$ cat src/rtl/reg_file_sb_if.sv
// reg_file_sb_if: operand/write/load-return bundle for the reg_file_sb
// scoreboarded register file.
//
// Ports (signals of the bundle, direction seen from the register file):
//   r1, r2          in   ADDR_W  source/destination indices
//   rd_en, rd_x_en, rd_y_en, y_is_imm, immediate   operand read request
//   wr_en, result, hi_en, lo_en, swap_en           core writes
//   ld_issue        in   1       memory load issued to r1
//   mem_valid, mem_tag, mem_out  load data return
//   x, y            out  DATA_W  registered operands
//   xy_valid        out  1       x/y were loaded by last cycle's accepted read
//   stall           out  1       current request not accepted
//   pending         out  NREGS   outstanding-load scoreboard
// The slave modport is the register file; master is the controller side.

interface reg_file_sb_if #(
   parameter int DATA_W = 8,
   parameter int NREGS  = 4,
   parameter int IMM_W  = 6
) ();
   localparam int ADDR_W = $clog2(NREGS);

   logic [ADDR_W-1:0] r1;
   logic [ADDR_W-1:0] r2;
   logic              rd_en;
   logic              rd_x_en;
   logic              rd_y_en;
   logic              y_is_imm;
   logic [IMM_W-1:0]  immediate;
   logic              wr_en;
   logic [DATA_W-1:0] result;
   logic              hi_en;
   logic              lo_en;
   logic              swap_en;
   logic              ld_issue;
   logic              mem_valid;
   logic [ADDR_W-1:0] mem_tag;
   logic [DATA_W-1:0] mem_out;
   logic [DATA_W-1:0] x;
   logic [DATA_W-1:0] y;
   logic              xy_valid;
   logic              stall;
   logic [NREGS-1:0]  pending;

   modport slave (
      input  r1, r2, rd_en, rd_x_en, rd_y_en, y_is_imm, immediate,
             wr_en, result, hi_en, lo_en, swap_en, ld_issue,
             mem_valid, mem_tag, mem_out,
      output x, y, xy_valid, stall, pending
   );

   modport master (
      output r1, r2, rd_en, rd_x_en, rd_y_en, y_is_imm, immediate,
             wr_en, result, hi_en, lo_en, swap_en, ld_issue,
             mem_valid, mem_tag, mem_out,
      input  x, y, xy_valid, stall, pending
   );
endinterface

$ cat src/rtl/reg_file_sb.sv
// reg_file_sb: parametrised register file with one registered operand-read
// stage (x/y), core writes, half-register immediate loads, a two-register
// swap, and a per-register pending scoreboard for outstanding memory loads.
//
// Ports:
//   clk    in  1   system clock, rising edge
//   rst_n  in  1   asynchronous active-low reset
//   bus    reg_file_sb_if.slave  request/write/load-return bundle; drives
//          x, y, xy_valid, stall (combinational) and pending.

module reg_file_sb #(
   parameter int DATA_W = 8,
   parameter int NREGS  = 4,
   parameter int IMM_W  = 6
) (
   input logic         clk,
   input logic         rst_n,
   reg_file_sb_if.slave bus
);
   localparam int ADDR_W = $clog2(NREGS);
   localparam int HALF_W = DATA_W / 2;

   logic [DATA_W-1:0] mem      [NREGS];
   logic [DATA_W-1:0] mem_next [NREGS];
   logic [NREGS-1:0]  pending_q;
   logic [DATA_W-1:0] x_q;
   logic [DATA_W-1:0] y_q;
   logic              xy_valid_q;

   logic [NREGS-1:0]  ret_mask;
   logic [NREGS-1:0]  eff_pending;
   logic              stall_c;
   logic              accept;
   logic [NREGS-1:0]  pending_next;
   logic [DATA_W-1:0] imm_ext;
   logic [DATA_W+IMM_W-1:0] imm_wide;
   logic [HALF_W-1:0] imm_half;

   // A load returning this cycle no longer blocks its register.
   assign ret_mask    = bus.mem_valid ? (NREGS'(1) << bus.mem_tag) : '0;
   assign eff_pending = pending_q & ~ret_mask;

   always_comb begin
      stall_c = 1'b0;
      if (bus.rd_en && bus.rd_x_en && eff_pending[bus.r1])
         stall_c = 1'b1;
      if (bus.rd_en && bus.rd_y_en && !bus.y_is_imm && eff_pending[bus.r2])
         stall_c = 1'b1;
      if ((bus.wr_en || bus.hi_en || bus.lo_en || bus.swap_en || bus.ld_issue)
          && eff_pending[bus.r1])
         stall_c = 1'b1;
      if (bus.swap_en && eff_pending[bus.r2])
         stall_c = 1'b1;
   end

   assign accept = !stall_c;

   // Zero-extend, or truncate, the immediate to operand width.
   assign imm_wide = {{DATA_W{1'b0}}, bus.immediate};
   assign imm_ext  = imm_wide[DATA_W-1:0];
   assign imm_half = bus.immediate[HALF_W-1:0];

   // Post-edge register contents. Load returns are applied first so that an
   // accepted core write to the same register overrides them. Every core
   // write targets r1, so an accepted ld_issue drops the whole core write.
   always_comb begin
      for (int i = 0; i < NREGS; i++)
         mem_next[i] = mem[i];
      if (bus.mem_valid)
         mem_next[bus.mem_tag] = bus.mem_out;
      if (accept && !bus.ld_issue) begin
         if (bus.swap_en) begin
            if (bus.r1 != bus.r2) begin
               mem_next[bus.r1] = mem[bus.r2];
               mem_next[bus.r2] = mem[bus.r1];
            end
         end else if (bus.wr_en) begin
            mem_next[bus.r1] = bus.result;
         end else begin
            if (bus.hi_en)
               mem_next[bus.r1][DATA_W-1:HALF_W] = imm_half;
            if (bus.lo_en)
               mem_next[bus.r1][HALF_W-1:0] = imm_half;
         end
      end
   end

   // Set after clear so that a same-cycle return and reissue on one
   // register leaves it pending.
   always_comb begin
      pending_next = pending_q & ~ret_mask;
      if (accept && bus.ld_issue)
         pending_next = pending_next | (NREGS'(1) << bus.r1);
   end

   // Register array, scoreboard and write-first operand stage.
   always_ff @(posedge clk or negedge rst_n) begin
      if (!rst_n) begin
         for (int i = 0; i < NREGS; i++)
            mem[i] <= '0;
         pending_q  <= '0;
         x_q        <= '0;
         y_q        <= '0;
         xy_valid_q <= 1'b0;
      end else begin
         for (int i = 0; i < NREGS; i++)
            mem[i] <= mem_next[i];
         pending_q <= pending_next;
         if (accept && bus.rd_en && bus.rd_x_en)
            x_q <= mem_next[bus.r1];
         if (accept && bus.y_is_imm)
            y_q <= imm_ext;
         else if (accept && bus.rd_en && bus.rd_y_en)
            y_q <= mem_next[bus.r2];
         xy_valid_q <= accept && (bus.rd_en || bus.y_is_imm);
      end
   end

   assign bus.x        = x_q;
   assign bus.y        = y_q;
   assign bus.xy_valid = xy_valid_q;
   assign bus.stall    = stall_c;
   assign bus.pending  = pending_q;
endmodule

$ cat src/flat_wrapper.sv
// flat-port wrapper written by rule: the top's interface ports become plain ports
module reg_file_sb_flat 
#(
   parameter int DATA_W = 8,
   parameter int NREGS  = 4,
   parameter int IMM_W  = 6
)
  (clk, rst_n, bus_r1, bus_r2, bus_rd_en, bus_rd_x_en, bus_rd_y_en, bus_y_is_imm, bus_immediate, bus_wr_en, bus_result, bus_hi_en, bus_lo_en, bus_swap_en, bus_ld_issue, bus_mem_valid, bus_mem_tag, bus_mem_out, bus_x, bus_y, bus_xy_valid, bus_stall, bus_pending);
  reg_file_sb_if #(.DATA_W(DATA_W), .NREGS(NREGS), .IMM_W(IMM_W)) bus_i ();
  input logic clk;
  input logic rst_n;
  input wire logic [$bits(bus_i.r1)-1:0] bus_r1;
  input wire logic [$bits(bus_i.r2)-1:0] bus_r2;
  input wire logic [$bits(bus_i.rd_en)-1:0] bus_rd_en;
  input wire logic [$bits(bus_i.rd_x_en)-1:0] bus_rd_x_en;
  input wire logic [$bits(bus_i.rd_y_en)-1:0] bus_rd_y_en;
  input wire logic [$bits(bus_i.y_is_imm)-1:0] bus_y_is_imm;
  input wire logic [$bits(bus_i.immediate)-1:0] bus_immediate;
  input wire logic [$bits(bus_i.wr_en)-1:0] bus_wr_en;
  input wire logic [$bits(bus_i.result)-1:0] bus_result;
  input wire logic [$bits(bus_i.hi_en)-1:0] bus_hi_en;
  input wire logic [$bits(bus_i.lo_en)-1:0] bus_lo_en;
  input wire logic [$bits(bus_i.swap_en)-1:0] bus_swap_en;
  input wire logic [$bits(bus_i.ld_issue)-1:0] bus_ld_issue;
  input wire logic [$bits(bus_i.mem_valid)-1:0] bus_mem_valid;
  input wire logic [$bits(bus_i.mem_tag)-1:0] bus_mem_tag;
  input wire logic [$bits(bus_i.mem_out)-1:0] bus_mem_out;
  output wire logic [$bits(bus_i.x)-1:0] bus_x;
  output wire logic [$bits(bus_i.y)-1:0] bus_y;
  output wire logic [$bits(bus_i.xy_valid)-1:0] bus_xy_valid;
  output wire logic [$bits(bus_i.stall)-1:0] bus_stall;
  output wire logic [$bits(bus_i.pending)-1:0] bus_pending;
  assign bus_i.r1 = bus_r1;
  assign bus_i.r2 = bus_r2;
  assign bus_i.rd_en = bus_rd_en;
  assign bus_i.rd_x_en = bus_rd_x_en;
  assign bus_i.rd_y_en = bus_rd_y_en;
  assign bus_i.y_is_imm = bus_y_is_imm;
  assign bus_i.immediate = bus_immediate;
  assign bus_i.wr_en = bus_wr_en;
  assign bus_i.result = bus_result;
  assign bus_i.hi_en = bus_hi_en;
  assign bus_i.lo_en = bus_lo_en;
  assign bus_i.swap_en = bus_swap_en;
  assign bus_i.ld_issue = bus_ld_issue;
  assign bus_i.mem_valid = bus_mem_valid;
  assign bus_i.mem_tag = bus_mem_tag;
  assign bus_i.mem_out = bus_mem_out;
  assign bus_x = bus_i.x;
  assign bus_y = bus_i.y;
  assign bus_xy_valid = bus_i.xy_valid;
  assign bus_stall = bus_i.stall;
  assign bus_pending = bus_i.pending;
  reg_file_sb #(.DATA_W(DATA_W), .NREGS(NREGS), .IMM_W(IMM_W)) u_core (.clk(clk), .rst_n(rst_n), .bus(bus_i));
endmodule
$ cat config.mk
export PLATFORM = sky130hd
export DESIGN_NAME = reg_file_sb_flat
export DESIGN_NICKNAME = d
export VERILOG_FILES = /design/src/rtl/reg_file_sb_if.sv /design/src/rtl/reg_file_sb.sv /design/src/flat_wrapper.sv
export SDC_FILE = /design/constraint.sdc
export NUM_CORES = 1
export LEC_CHECK = 0
export ABC_AREA = 0
export BUFFER_PORTS_ARGS = -buffer_cell sky130_fd_sc_hd__buf_2
export CAP_MARGIN = 30
export CORE_MARGIN = 10
export CORE_UTILIZATION = 50
export CTS_CLUSTER_SIZE = 40
export DETAILED_ROUTE_END_ITERATION = 7
export GPL_TIMING_DRIVEN = 1
export PLACE_DENSITY = 0.7
export SETUP_SLACK_MARGIN = 0.15
export SLEW_MARGIN = 20
export SYNTH_ARGS = -nofsm -noshare
export SYNTH_HDL_FRONTEND = slang
export SYNTH_SLANG_ARGS = --single-unit
$ cat constraint.sdc
create_clock -name clk -period 2.35 [get_ports clk]
set_input_delay 0.47 -clock clk [delete_from_list [all_inputs] [get_ports clk]]
set_output_delay 0.47 -clock clk [all_outputs]
set_load 0.01 [all_outputs]
* Word-level counts from Yosys, hierarchy flattened
Index checks and enable logic that the tools add are counted.
Cells by class: order comparisons 8, equality and inequality tests 1, shifts and indexed selects 2, mux-type cells 50, bitwise operators 6, reduce and logical (&&, ||, !) cells 26
Operators with widths (number):
- $mux W32 | 10
- $bwmux W32 | 6
- $mux W8 | 14
- $demux W8 S2 | 5
- $bmux W8 S2 | 4
- $logic_and A1 B1 Y1 | 17
- $mux W4 | 3
- $ge A3 B3 Y1 const B | 3
- $lt A3 B1 Y1 const B | 3
- $not A2 Y3 | 3
- $shl A1 B2 Y4 const A | 2
- $lt A2 B3 Y1 const B | 2
- $mux W1 | 6
- $logic_or A1 B1 Y1 | 5
- $and A4 B4 Y4 | 1
- $bmux W1 S2 | 2
- $not A4 Y4 | 1
- $or A4 B4 Y4 | 1
- $logic_not A1 Y1 | 3
- $ne A2 B2 Y1 | 1
- $reduce_bool A2 Y1 | 1
Word-level totals: bits in registers 53, bits of input ports 40, output and inout bits 22, word-level logic and storage cells 101

* Logic depth before layout (Yosys ltp)
Gate-level depths: netlist of run 1.
depth in word-level cells 24, gate-level depth with buffers 12

* Worst setup path after synthesis of run 1
OpenSTA, ideal clock, no wires.
path type input-to-reg, from input port bus_r1[0], to register u_core.y_q[4], in the netlist u_core.bus.y[4], arrival time 2452 ps, data required time 2231 ps, setup slack -220 ps, stages 7, path buffers 2, cell sequence buf_2 buf_4 mux4_2 a2111oi_2 nor3_1 mux4_2 o21a_1
RTL lines:
- start, declared | RTL line flat_wrapper.sv:12 | input wire logic [$bits(bus_i.r1)-1:0] bus_r1;
- end signal, assigned | RTL line reg_file_sb.sv:112 | y_q <= imm_ext;
- end signal, assigned | RTL line reg_file_sb.sv:114 | y_q <= mem_next[bus.r2];
- end, declared | RTL line reg_file_sb.sv:27 | logic [DATA_W-1:0] y_q;

==> flow_summary.ini, run 1 <==
[clock_network]
cts_max_path_buffers = 2
cts_tree = yes
numCtsBuffers = 5
clk_pin_slew_worst_paths_ns = 0.08
h-tree-depth = 2
cts_sinks = 53
cts_hold_buf = 0
clk_latency_ns = 0.32
cts_root_buffer = clkbuf_16

[pwr]
p_clk_frac = 0.132
power.density_mw_per_mm2 = 791
switching_share = 0.432
p_int_mw = 3.86
peakVddDrop_uv = 599
combPwrFrac = 0.630
finalPower_mw = 6.79
p_leak_nw = 3.75
p_seq_frac = 0.238
power_switching_mw = 2.93

[cells_and_area]
finalNetCount = 993
fillers = 771
final_util = 0.782
antenna_cells = 0
synthToLayoutAreaGrowth_pct = 51.7
final_cells = 1093
drive_gt1_frac = 0.452

[yosys]
syn-cell-area_mm2 = 0.00566
synth-edff-count = 0
synthCells = 712
synthesis.nets = 752
avgSynthCellArea_um2 = 7.95
yosysWarnings = 0
ys_async_sr_fraction = 1.00
synth.distinct_cells = 81
seq_area_frac_synth = 0.234
synth_seq_cells = 53
synth_ff_type = dfrtp_1

[run_status]
violations = setup timing
outcome = finished with violations

[die]
start_util = 0.515
die_h_um = 126
ios = 62
dieArea_mm2 = 0.0160
die_x_um = 126
core_mm2 = 0.0110
rows = 38

[critical_path]
reg2reg_depth = 10
worst_setup_path_end_kind = register
crit_path_max_fanout = 8
startpoint = u_core.bus.pending[3]
rr_endpoint = u_core.bus.y[6]
start_kind = register
critPathTopFamily = compound AO/OA/AOI/OAI gates
critical_path.slowest_cell = mux4_2
critPathBufInv = 2
worstSetupPathType = reg -> reg
r2r-start = u_core.bus.pending[3]
critPathMaxStageDelay_ns = 0.48
crit_arrival_ns = 2.68
path_cells = and3_4 -> a32oi_2 -> a31o_4 -> o211ai_4 -> buf_6 -> buf_12 -> nor2_2 -> o22ai_2 -> mux4_2 -> a22o_1
reg2reg_slack_ns = -0.12
required_ns = 2.56

[flow_run]
drv_cap = 0

[sta]
period_minus_slack_ns = 2.47
fin_crit_sh = 1.05
hold_viol_final = 0
relSlewSlack = 0.741
fin_skew_ns = 0.00856
setup_viol = 10
rsz0062_at_grt = yes
slew_violations = 0
worst_pin_slew_ns = 0.378
fmax_mhz = 405
setup_slack_ns = -0.121

[global_routing]
grt_usage = 0.353
overflow = 0
grt_pass1_vias = 7602
grt_max_degree = 29
antenna_found_initial = 1
grt_pass1_wl_mm = 44.6

[placement]
placed_cells = 1071
gp_congestion = 1.10
place_hpwl_mm = 22.0
io_buffers = 61

[routing]
drt_iter0_drc = 1151
drt-total-wl_mm = 30.6
drc = 0
dr.pass1.iters = 8
via_per_inst = 7.27
via_count = 7944
postRouteAntennaNets = 0
routedWlPerCell_um = 28.0

[min_path]
hold_class = in -> async
[power groups by stage]
stage	Combinational (mW)	Sequential (mW)	Clock, mW
6_report	4.28	1.62	0.898
5_1_grt	4.48	1.64	0.914
4_1_cts	3.94	1.56	0.894
3_5_place_dp	3.56	1.58	0
3_3_place_gp	3.47	1.55	0
2_1_floorplan	1.88	1.56	0
[repair_timing]
action	4_1_cts	5_1_grt
setup endpoints to repair	25	29
cloned	2	0
pin swaps	27	20
gates resized for setup	75	57
buffers inserted	11	2
[kinds of logic after synthesis]
logic type,share of synthesized area
multiplexers,0.154
buffers and inverters,0.0681
AO/OA/AOI/OAI,0.354
XOR/XNOR,0.00619
AND/OR/NAND/NOR,0.183
flip-flops,0.234
[cell usage in the layout, fill, tap and decap left out, drive strengths merged, types with 11 or more instances in the layout]
cell,instances
a211oi,14
a21oi,64
a221oi,11
a22oi,14
a31oi,11
buf,297
dfrtp,53
inv,18
mux2,14
mux2i,40
mux4,14
nand2,55
nand3,16
nor2,68
nor2b,11
nor3,20
o211ai,12
o21ai,53
o22ai,31
[flip-flops by register name (all words and copies together) (netlist names)]
register	count
u_core.mem	32
u_core.bus.pending	4
u_core.bus.x	8
u_core.bus.y	8
u_core.bus.xy_valid	1
[worst register-to-register path: cells and delay by family (launching register included)]
kind                   cells  cell delay (ns)
buffers and inverters      2             0.27
AO/OA/AOI/OAI              5             0.83
multiplexers               1             0.48
flip-flops                 1             0.43
AND/OR/NAND/NOR            2             0.36
[Yosys cell counts, drive strengths merged (6+ instances only)]
| library cell | number | area (um^2) |
|---|---|---|
| nand3 | 16 | 80.1 |
| o21a | 7 | 52.6 |
| mux2i | 40 | 400 |
| a32oi | 6 | 52.6 |
| nor3 | 20 | 105 |
| buf | 32 | 201 |
| mux2 | 14 | 158 |
| and2 | 7 | 43.8 |
| o21ai | 53 | 265 |
| or3 | 6 | 42.5 |
| nor2b | 11 | 68.8 |
| a211oi | 14 | 105 |
| o211ai | 12 | 95.1 |
| a31oi | 11 | 68.8 |
| a221oi | 11 | 103 |
| o22ai | 31 | 200 |
| a21oi | 64 | 332 |
| nand2b | 8 | 50.1 |
| dfrtp | 53 | 1330 |
| nor2 | 68 | 255 |
| a22oi | 14 | 110 |
| inv | 17 | 63.8 |
| o221ai | 7 | 61.3 |
| nand2 | 55 | 206 |
| a2111oi | 6 | 58.8 |
| clkbuf | 32 | 120 |
| mux4 | 14 | 315 |
[routing by layer]
metal | vias up | part of all wire | track usage
met5 | - | 0 | 0
met4 | 0 | 0.058 | 0.196
met3 | 168 | 0.15 | 0.111
met2 | 736 | 0.43 | 0.522
met1 | 3807 | 0.36 | 0.446
li1 | 3233 | - | -
[stage by stage]
stage	setup TNS [ns]	cell area, um^2	setup slack [ns]	hold slack [ns]
after floorplan	-0.465	5720	-0.143	0.174
after global placement	-8.31	7640	-0.476	0.487
after detailed placement	-10.30	7640	-0.524	0.495
after CTS	-0.487	8280	-0.0748	0.171
after global routing	-1.62	8590	-0.194	0.195
final	-0.652	8590	-0.121	0.159
[worst max path at each step]
stage	end	slack, ns	cells past startpoint
after CTS	u_core.bus.y[3]	-0.07	10
after global placement	u_core.bus.y[6]	-0.48	10
after detailed placement	u_core.bus.y[6]	-0.52	9
final	u_core.bus.y[6]	-0.12	10
after global routing	u_core.bus.y[1]	-0.19	12
after floorplan	u_core.bus.y[6]	-0.14	10
[final cells by class]
cell class,instances,area (um^2),area share
clock inverter,2,38.8,0.00452
timing repair buffer,298,2390,0.279
sequential,53,1330,0.154
inverter,17,63.8,0.00743
multi-input combinational,578,4460,0.520
clock buffer,5,125,0.0146
tap,140,175,0.0204
(Power assumes the default switching activity.)
==> inputs of run 2 (changes only) <==
- RECOVER_POWER: unset -> 100
==> flow_summary.ini, run 2 (synthesized netlist as in run 1, its figures left out) <==
[run_status]
outcome = finished with violations
violations = capacitance limit, slew limit, setup timing

[sta]
period_minus_slack_ns = 2.49
fin_crit_sh = 1.06
fin_skew_ns = 0.00981
slew_violations = 55
worst_pin_slew_ns = 1.67
hold_viol_final = 0
setup_slack_ns = -0.143
relSlewSlack = -0.110
rsz0062_at_grt = yes
fmax_mhz = 401
setup_viol = 11

[cells_and_area]
largest_reg_flops = 32
fillers = 786
drive_gt1_frac = 0.432
synthToLayoutAreaGrowth_pct = 51.2
antenna_cells = 0
final_cells = 1093
final_cell_mix = 208 x buf_4, 61 x nor2_1, 55 x a21oi_1, 53 x dfrtp_1, 49 x nand2_1
final_common_cell = buf_4
finalNetCount = 993
regMostFlops = u_core.mem
finalInstanceArea_mm2 = 0.00856

[pwr]
power.density_mw_per_mm2 = 790
peakVddDrop_uv = 575
p_leak_nw = 3.70
finalPower_mw = 6.76

[routing]
drt_iter0_drc = 1251
drc = 0
routedWlPerCell_um = 28.0
drt-total-wl_mm = 30.6
via_per_inst = 7.30
via_count = 7978
postRouteAntennaNets = 0
dr.pass1.iters = 8

[critical_path]
crit_path_max_fanout = 8
worstSetupPathType = reg -> reg
crit_arrival_ns = 2.70
critical_path.slowest_cell = mux4_2
reg2reg_depth = 10
critPathMaxStageDelay_ns = 0.49
path_cells = and3_4 -> a32oi_2 -> a31o_4 -> o211ai_4 -> buf_6 -> buf_12 -> nor2_2 -> o22ai_2 -> mux4_2 -> a22o_1
critPathTopFamily = compound AO/OA/AOI/OAI gates
start_kind = register
worst_setup_path_end_kind = register
critPathBufInv = 2
required_ns = 2.56
crit_cells = 10

[placement]
io_buffers = 61
gp_congestion = 1.10
placed_cells = 1071
place_hpwl_mm = 22.0
pre_cts_slack_ns = -0.524
placed_area_mm2 = 0.00764

[clock_network]
cts_sinks = 53
numCtsBuffers = 5
cts_root_buffer = clkbuf_16
clk_latency_ns = 0.32
cts_tree = yes
clk_pin_slew_worst_paths_ns = 0.08
cts_max_path_buffers = 2
cts_hold_buf = 0
h-tree-depth = 2

[global_routing]
grt_pass1_wl_mm = 44.6
antenna_found_initial = 1
overflow = 0
grt_pass1_vias = 7602
grt_usage = 0.353
grt_max_degree = 29

[min_path]
holdPathStages = 3
hold_class = in -> reg

[die]
start_util = 0.515
ios = 62
dieArea_mm2 = 0.0160
core_mm2 = 0.0110
die_x_um = 126
die_h_um = 126
rows = 38

[flow_run]
drv_cap = 2
run 2: cell types whose count changed in the layout (fill, tap and decap cells not counted), sizes merged:
cell    delta
buf       -19
clkbuf    +19
run 2: metrics by stage:
| step | utilization | hold slack [ns] | TNS (ns) |
|---|---|---|---|
| 2_1_floorplan | - | 0.174 | -0.465 |
| 3_3_place_gp | 0.696 | 0.487 | -8.31 |
| 3_5_place_dp | 0.696 | 0.495 | -10.30 |
| 4_1_cts | 0.754 | 0.171 | -0.487 |
| 5_1_grt | 0.779 | 0.528 | -1.62 |
| 6_report | 0.779 | 0.497 | -0.731 |
run 2: worst reg2reg max path: cells and delay by family (launching register included):
| family | cells | cell delay [ns] |
|---|---|---|
| buf+inv | 2 | 0.27 |
| flops | 1 | 0.42 |
| mux | 1 | 0.49 |
| compound gates | 5 | 0.83 |
| simple gates | 2 | 0.37 |
run 2: what timing repair did:
item | in CTS | in global routing
setup endpoints to repair | 25 | 29
gates resized for setup | 75 | 57
setup buffers | 11 | 2
gates cloned | 2 | 0
pin swaps | 27 | 20
run 2: path summary, 6_finish.rpt:
check | start | endpoint | slack [ns]
max in group asynchronous | rst_n | u_core.mem[26] | 0.71
setup / recovery | u_core.bus.pending[3] | u_core.bus.y[6] | -0.14
hold / removal | bus_immediate[5] | u_core.bus.y[5] | 0.50
setup reg to reg | u_core.bus.pending[3] | u_core.bus.y[6] | -0.14
min in group asynchronous | rst_n | u_core.bus.pending[3] | 0.63
hold reg to reg | u_core.bus.y[7] | u_core.bus.y[7] | 0.53
run 2: final cells by class:
cell class,count,area (um^2),share of cell area
tap,140,175,0.0205
clock buffer,5,125,0.0146
multi-input combinational,578,4460,0.521
sequential,53,1330,0.155
clock inverter,2,38.8,0.00453
inverter,17,63.8,0.00746
timing repair buffer,298,2370,0.276
run 2: per-layer routing:
| layer | vias up | GRT usage | share of wire |
|---|---|---|---|
| li1 | 3231 | - | - |
| met1 | 3818 | 0.446 | 0.36 |
| met2 | 758 | 0.522 | 0.43 |
| met3 | 171 | 0.111 | 0.15 |
| met4 | 0 | 0.196 | 0.058 |
| met5 | - | 0 | 0 |
run 2: power by group:
| group | total [mW] | internal [mW] | switching [mW] |
|---|---|---|---|
| Sequential | 1.62 | 1.26 | 0.361 |
| Combinational | 4.25 | 2.06 | 2.18 |
| Clock | 0.895 | 0.503 | 0.393 |
| Total | 6.76 | 3.83 | 2.94 |
==> inputs of run 3 (changes only) <==
- BUFFER_PORTS_ARGS: -buffer_cell sky130_fd_sc_hd__buf_2 -> unset
- DONT_BUFFER_PORTS: unset -> 1
- PLACE_DENSITY: 0.7 -> unset
==> flow_summary.ini, run 3 (synthesized netlist as in run 1, its figures left out) <==
[min_path]
hold_class = in -> reg
hp-start = bus_y_is_imm
holdPathStages = 2
min_to = u_core.bus.xy_valid

[die]
start_util = 0.515
die_x_um = 126
ios = 62
dieArea_mm2 = 0.0160
core_mm2 = 0.0110
rows = 38
die_h_um = 126

[critical_path]
path_cells = nand3_1 -> buf_6 -> mux2i_2 -> mux2i_1 -> o21ai_0 -> o21ai_0 -> a2bb2oi_2 -> mux4_2 -> a22o_1
worstSetupPathType = in -> reg
r2r-start = u_core.bus.pending[3]
worst_setup_path_end_kind = register
critPathMaxStageDelay_ns = 0.49
reg2reg_depth = 10
crit_path_max_fanout = 6
critical_path.slowest_cell = mux4_2
start_kind = input port
reg2reg_slack_ns = -0.03
rr_endpoint = u_core.bus.y[4]
required_ns = 2.55
crit_arrival_ns = 2.61
crit_path_frequent_cell = o21ai_0

[sta]
worst_pin_slew_ns = 1.39
setup-tns-final_ns = -0.158
fmax_mhz = 415
rsz0062_at_grt = yes
hold_viol_final = 0
whs_ns = 0.302
relSlewSlack = 0.0760
period_minus_slack_ns = 2.41
slew_violations = 0
setup_slack_ns = -0.0588
setup_viol = 6
fin_skew_ns = 0.00850
fin_crit_sh = 1.03

[flow_run]
drv_cap = 0

[cells_and_area]
drive_gt1_frac = 0.330
synthToLayoutAreaGrowth_pct = 29.5
final_common_cell = buf_4
largest_reg_flops = 32
multi_input_area_mm2 = 0.00428
final_cell_mix = 129 x buf_4, 64 x nor2_1, 57 x a21oi_1, 53 x dfrtp_1, 51 x nand2_1
final_cells = 954
finalNetCount = 853
fillers = 926
antenna_cells = 0
regMostFlops = u_core.mem
seqCellArea_mm2 = 0.00133

[routing]
drt-total-wl_mm = 27.1
drt_iter0_drc = 987
postRouteAntennaNets = 0
routedWlPerCell_um = 28.4
drc = 0
via_per_inst = 7.34
dr.pass1.iters = 6
via_count = 7003

[pwr]
switching_share = 0.428
p_seq_frac = 0.281
power_switching_mw = 2.54
combPwrFrac = 0.587
finalPower_mw = 5.93
p_int_mw = 3.39
p_clk_frac = 0.132
peakVddDrop_uv = 446
p_leak_nw = 3.02
power.density_mw_per_mm2 = 809

[global_routing]
grt_pass1_wl_mm = 40.4
grt_pass1_vias = 6678
antenna_found_initial = 1
overflow = 0
grt_usage = 0.319
grt_max_degree = 58

[clock_network]
cts_root_buffer = clkbuf_16
numCtsBuffers = 5
cts_sinks = 53
clk_pin_slew_worst_paths_ns = 0.08
h-tree-depth = 2
clk_latency_ns = 0.31
cts_max_path_buffers = 2
cts_tree = yes

[placement]
io_buffers = 0
placed_cells = 919
place_hpwl_mm = 18.9
gp_congestion = 1.04

[run_status]
violations = setup timing
outcome = finished with violations
==> run 3: layout make-up <==
type,instances,share of cell area
Multi-Input combinational cell,579,0.584
Tap cell,140,0.0239
Sequential cell,53,0.181
Clock buffer,5,0.0171
Clock inverter,3,0.00290
Timing Repair Buffer,157,0.183
Inverter,17,0.00871
==> run 3: metrics by stage <==
stage          area [um^2]  utilization  worst slack, ns
5_1_grt               7330        0.667           -0.105
2_1_floorplan         5720            -           -0.143
3_3_place_gp          6590        0.600           -0.573
3_5_place_dp          6590        0.600           -0.653
4_1_cts               7190        0.655          -0.0389
6_report              7330        0.667          -0.0588
==> run 3: how the worst max path moves through the flow <==
stage	from	endpoint	slack, ns	cells after the start
floorplan	bus_mem_tag[0]	u_core.bus.y[6]	-0.14	10
global placement	bus_mem_tag[0]	u_core.bus.y[4]	-0.57	9
CTS	u_core.bus.pending[3]	u_core.bus.y[4]	-0.04	10
finish	bus_mem_tag[1]	u_core.bus.y[6]	-0.06	9
global route	bus_mem_tag[1]	u_core.bus.x[1]	-0.10	11
detailed placement	bus_mem_tag[0]	u_core.bus.y[4]	-0.65	9
==> run 3: power groups by stage <==
stage / sequential, mW / clock (mW) / combinational [mW]
2_1_floorplan: 1.56 / 0 / 1.88
3_3_place_gp: 1.66 / 0 / 2.80
3_5_place_dp: 1.67 / 0 / 2.86
4_1_cts: 1.65 / 0.795 / 3.25
5_1_grt: 1.71 / 0.834 / 3.69
6_report: 1.67 / 0.783 / 3.48
==> run 3: layer usage <==
metal / global-route usage / share of wire / routed length (um)
met1: 0.397 / 0.36 / 9870
met2: 0.476 / 0.43 / 11600
met3: 0.109 / 0.15 / 3950
met4: 0.171 / 0.062 / 1670
met5: 0 / 0 / 0
==> run 3: repair_timing <==
action	4_1_cts	5_1_grt
pin swaps	38	21
endpoints found under the hold margin	53	0
buffers inserted	22	3
resized for setup	54	30
hold buffers	1	0
gates cloned	1	0
setup endpoints to repair	36	24
==> run 3: critical path: cells and delay by family <==
kind	cells	cell delay, ns
AOI/OAI and AO/OA	4	0.74
muxes	3	0.92
and+or+nand+nor	1	0.25
buffers and inverters	1	0.23
